**src/rtl/tx_fifo_module.sv**
```systemverilog
// tx_fifo_module: byte FIFO feeding a UART transmitter with a one-cycle inter-byte gap; TX_FIFO_OVERFLOW_FLAG_EN enables the sticky overflow flag
module tx_fifo_module #(
  parameter int DEPTH  = 16,
  parameter int ADDR_W = 4
) (
  input  logic              CLK,
  input  logic              RST_n,
  input  logic              Wr_En,
  input  logic [7:0]        Wr_Data,
  output logic              Full,
  output logic              Empty,
  output logic [ADDR_W:0]   Count,
  output logic              Tx_Busy,
  output logic              Tx_En_Sig,
  output logic [7:0]        Tx_Data,
  input  logic              Tx_Done_Sig,
  output logic              Overflow_Sig
);
  typedef enum logic [1:0] {IDLE, SEND, GAP} state_t;
  state_t            state;
  logic [7:0]        mem [DEPTH];
  logic [ADDR_W-1:0] wr_ptr, rd_ptr;
  logic              wr_ok, pop;
  logic [ADDR_W:0]   count_nxt;
  assign wr_ok     = Wr_En && !Full;
  assign pop       = state == IDLE && !Empty;
  assign count_nxt = Count + (ADDR_W+1)'(wr_ok) - (ADDR_W+1)'(pop);
  // storage write; contents are not cleared by reset
  always_ff @(posedge CLK)
    if (wr_ok) mem[wr_ptr] <= Wr_Data;
  // write pointer, occupancy and flags kept in step with the next count
  always_ff @(posedge CLK or negedge RST_n)
    if (!RST_n) begin
      wr_ptr <= '0;
      Count  <= '0;
      Full   <= 1'b0;
      Empty  <= 1'b1;
    end else begin
      wr_ptr <= wr_ok ? wr_ptr + ADDR_W'(1) : wr_ptr;
      Count  <= count_nxt;
      Full   <= count_nxt == (ADDR_W+1)'(DEPTH);
      Empty  <= count_nxt == '0;
    end
  // transmit sequencer: pop head into SEND, hold until done, one GAP cycle, back to IDLE
  always_ff @(posedge CLK or negedge RST_n)
    if (!RST_n) begin
      state     <= IDLE;
      rd_ptr    <= '0;
      Tx_En_Sig <= 1'b0;
      Tx_Data   <= 8'h00;
      Tx_Busy   <= 1'b0;
    end else begin
      case (state)
        IDLE: if (!Empty) begin
          Tx_Data   <= mem[rd_ptr];
          rd_ptr    <= rd_ptr + ADDR_W'(1);
          Tx_En_Sig <= 1'b1;
          Tx_Busy   <= 1'b1;
          state     <= SEND;
        end
        SEND: if (Tx_Done_Sig) begin
          Tx_En_Sig <= 1'b0;
          state     <= GAP;
        end
        GAP: begin
          Tx_Busy <= 1'b0;
          state   <= IDLE;
        end
        default: begin
          Tx_En_Sig <= 1'b0;
          Tx_Busy   <= 1'b0;
          state     <= IDLE;
        end
      endcase
    end
`ifdef TX_FIFO_OVERFLOW_FLAG_EN
  // sticky flag set by any write attempted while full
  always_ff @(posedge CLK or negedge RST_n)
    if (!RST_n) Overflow_Sig <= 1'b0;
    else if (Wr_En && Full) Overflow_Sig <= 1'b1;
`else
  assign Overflow_Sig = 1'b0;
`endif
endmodule

```
**config.mk**
```make
export PLATFORM = sky130hd
export DESIGN_NAME = tx_fifo_module
export DESIGN_NICKNAME = d
export VERILOG_FILES = /design/src/rtl/tx_fifo_module.sv
export SDC_FILE = /design/constraint.sdc
export NUM_CORES = 1
export LEC_CHECK = 0
export ABC_CLOCK_PERIOD_IN_PS = 3050
export BUFFER_PORTS_ARGS = -buffer_cell sky130_fd_sc_hd__buf_2
export CORE_ASPECT_RATIO = 0.9
export CORE_UTILIZATION = 50
export CTS_BUF_LIST = sky130_fd_sc_hd__clkbuf_16
export DETAILED_ROUTE_END_ITERATION = 6
export GPL_TIMING_DRIVEN = 0
export MAX_ROUTING_LAYER = met4
export PLACE_DENSITY = 0.67
export SETUP_SLACK_MARGIN = 0.15
export SYNTH_ARGS = -nofsm -noshare
export SYNTH_HDL_FRONTEND = slang
export SYNTH_SLANG_ARGS = --single-unit
export TNS_END_PERCENT = 10
```
**constraint.sdc**
```tcl
create_clock -name CLK -period 3.05 [get_ports CLK]
set_input_delay 0.305 -clock CLK [delete_from_list [all_inputs] [get_ports CLK]]
set_output_delay 0.305 -clock CLK [all_outputs]
set_load 0.02 [all_outputs]
```
==> results_dict.tcl <==
set metrics [dict create \
    io_pins 30 \
    cp.arrival_ps 3120 \
    grt.met3_usage_pct 4.96 \
    crit_chain "or3_1, inv_4, ha_1, inv_1, ha_1, inv_1, fa_1, inv_1, or3_1, nor4_2" \
    cpMostUsedCell "inv_1" \
    crit_path_start_kind "register" \
    worst-endpoint-required_ps 3380 \
    synthSimpleGateAreaFrac_pct 6.50 \
    syn-num-nets 373 \
    period_needed_ps 2790 \
    cts_tree "done" \
    crit_path_max_fanout 6 \
    crit_path_max_incr_delay_ps 470 \
    synth_xor_area_share_pct 1.26 \
    die_w_um 120 \
    cts_setup_buffers 0 \
    synth_compound_area_share_pct 2.62 \
    ant_nets 0 \
    cp-end-kind "register" \
    io_buffers 28 \
    vias_per_cell 5.70 \
    grt_pass1_wl_um 18700 \
    fin_ws_ps 263 \
    rows 38 \
    antenna_found_initial 0 \
    synthMuxAreaShare_pct 12.5 \
    first_pass_iters 4 \
    yosysWarnings 0 \
    clock_path_buffers 2 \
    final.period_utilization_pct 91.4 \
    initial_core_util_pct 51.6 \
    drt-initial-drc-count 307 \
    tightest_slew_ps 744 \
    wirelength_um 12000 \
    grt_usage_pct 21.4 \
    syn_inst 350 \
    slew_viol_final 0 \
    grt.busiest_layer "met2" \
    rsz0062_at_grt "true" \
    numCtsBuffers 17 \
    clkSlewWorstSetupHoldPaths_ps 60 \
    dieHeight_um 108 \
    htreeDepth 4 \
    num_vias 3253 \
    clk_latency_ps 420 \
    relSlewSlack_pct 50.4 \
    critPathBufInv 4 \
    p_comb_share_pct 31.7 \
    seqPwrFrac_pct 39.7 \
    post-place-ws_ps 3.82 \
    die-area_um2 13000 \
    powerDensity_nw_per_um2 980 \
    n_antenna_cell 0 \
    status "completed" \
    synth_area_um2 6260 \
    synth-adder-area-share_pct 2.32 \
    grtUsageMet1_pct 28.6 \
    coreArea_um2 12100 \
    hold_viol_final 0 \
    finalSetupViolations 0 \
    slowest_stage "fa_1" \
    hp-class "input port to register" \
    clockRootBuffer "clkbuf_16" \
    whs_ps 92.7 \
    postLayoutCoreUtil_pct 59.4 \
    critical_path.top_delay_family "simple AND/OR/NAND/NOR gates" \
    clock.fmax_ghz 0.359 \
    power_switching_share_pct 32.2 \
    area_delta_synth_final_pct 15.2 \
    drc 0 \
    internal_power_uw 4790 \
    layout-drive-gt1-share_pct 24.1 \
    crit_type "register to register" \
    gp_congestion 0.798 \
    peakVddDrop_mv 0.728 \
    num-nets-final 421 \
    grt_pass1_vias 3334 \
    synth_cell_types 43 \
    skew_ps 9.08 \
    power_leakage_uw 0.00262 \
    switchingPower_uw 2270 \
    gr-usage-met2_pct 31.9 \
    ys_seq_area_share_pct 72.3 \
    setup_tns_ps 0 \
    cts_sinks 155 \
    avgSynthCellArea_um2 17.9 \
    overflow 0 \
    cap_violations 0 \
    wire_per_inst_um 21.1 \
    dp.final_hpwl_um 7970 \
    ys_seq_elements 155 \
    synth_top_family_by_area "multiplexers" \
    p_clk_share_pct 28.6 \
    grt_max_degree 28 \
]
-- cells in the mapped netlist --
cell       count  area share, %
a2111oi_0      1           0.14
a211o_1        7           0.98
a211oi_1       2           0.24
a21boi_0       1           0.12
a21o_1         1           0.12
a21oi_1        2           0.16
a311o_1        1           0.16
a311oi_1       1           0.14
and2_1        16            1.6
and3_1         2           0.20
and3b_1        1           0.14
buf_1          1          0.060
buf_12         1           0.32
buf_2          7           0.56
buf_4          2           0.24
buf_6          1           0.18
clkbuf_1       3           0.18
clkinv_1       1          0.060
conb_1         1          0.060
dfrtp_1       26             10
dfstp_2        1           0.42
edfxtp_1     128             61
fa_1           1           0.32
ha_1          10            2.0
inv_1         14           0.84
mux2_2         2           0.36
mux2i_1       12            1.9
mux4_1         3            1.3
mux4_2        25            9.0
nand2_1       12           0.72
nand3_1        1          0.080
nand4_1        3           0.30
nor2_1        20            1.2
nor2b_1        4           0.40
nor3_1        14            1.1
nor3b_1        2           0.24
nor4_1         2           0.20
o21ai_0        4           0.32
o22ai_1        1           0.10
o311ai_0       1           0.14
or3_1          3           0.30
xnor2_1        8            1.1
xor2_1         1           0.14
-- per-layer routing --
metal  routed length (µm)  share of wire, %
met5                    0                 0
met4                  168               1.4
met3                  575               4.8
met2                 5810                48
met1                 5490                46
-- cells by family after synthesis --
group           after synthesis
simple gates                 80
compound gates               22
flops                       155
fa+ha+maj                    11
buf+inv                      30
mux                          42
xor+xnor                      9
other cells                   1
-- repair_timing --
action / 4_1_cts / 5_1_grt
pin swaps: 0 / 2
resized for setup: 2 / 6
endpoints found under the hold margin: 26 / 0
endpoints found under the setup margin: 1 / 2
hold buffers: 1 / 0
-- path summary, 6_finish.rpt --
kind	from	slack, ps	to	cells past startpoint
setup reg to reg	state[1]	260	Empty	10
hold / removal	Tx_Done_Sig	90	state[0]	2
max in group asynchronous	RST_n	2190	Tx_Data[7]	2
hold reg to reg	Tx_Data[6]	500	Tx_Data[6]	2
setup / recovery	state[1]	260	Empty	10
min in group asynchronous	RST_n	440	Tx_Data[6]	2
-- state kept, by name (all words and copies together) (netlist names) --
signal     cells
Count          5
Empty          1
Full           1
Tx_Busy        1
Tx_Data        8
Tx_En_Sig      1
mem          128
rd_ptr         4
state          2
wr_ptr         4
-- layout by cell type, fill, tap and decap left out, types with 12 or more instances in the layout --
cell type,Yosys,final
nand2_1,12,12
clkbuf_16,0,19
mux4_2,25,25
edfxtp_1,128,128
dfrtp_1,26,26
nor2_1,20,20
and2_1,16,16
inv_1,14,14
nor3_1,14,14
buf_2,7,35
mux2i_1,12,12
-- power groups by stage --
stage          clock [µW]  combinational, µW  sequential (µW)
2_1_floorplan           0               1460             2930
3_3_place_gp            0               2130             2830
3_5_place_dp            0               2180             2850
4_1_cts              2040               2200             2810
5_1_grt              2130               2440             2840
6_report             2020               2240             2810
-- final cells by class --
| class | count | area, µm² |
|---|---|---|
| fill | 912 | 4920 |
| sequential | 155 | 4520 |
| multi-input combinational | 165 | 1600 |
| clock buffer | 19 | 475 |
| tap | 160 | 200 |
| timing repair buffer | 29 | 150 |
| clock inverter | 13 | 98.8 |
| buffer | 15 | 97.6 |
| inverter | 15 | 58.8 |
-- stage by stage --
stage | area, µm² | power [µW] | std cells
after floorplan | 6260 | 4390 | 350
after global placement | 6600 | 4960 | 538
after detailed placement | 6600 | 5020 | 538
after CTS | 7190 | 7050 | 571
after global routing | 7210 | 7410 | 571
final | 7210 | 7060 | 571
-- worst reg2reg max path: stages (launching register included) --
cell	delay [ps]
dfrtp_1	420
or3_1	420
inv_4	130
ha_1	230
inv_1	60
ha_1	150
inv_1	60
fa_1	470
inv_1	50
or3_1	440
nor4_2	280
(Power assumes the default switching activity.)
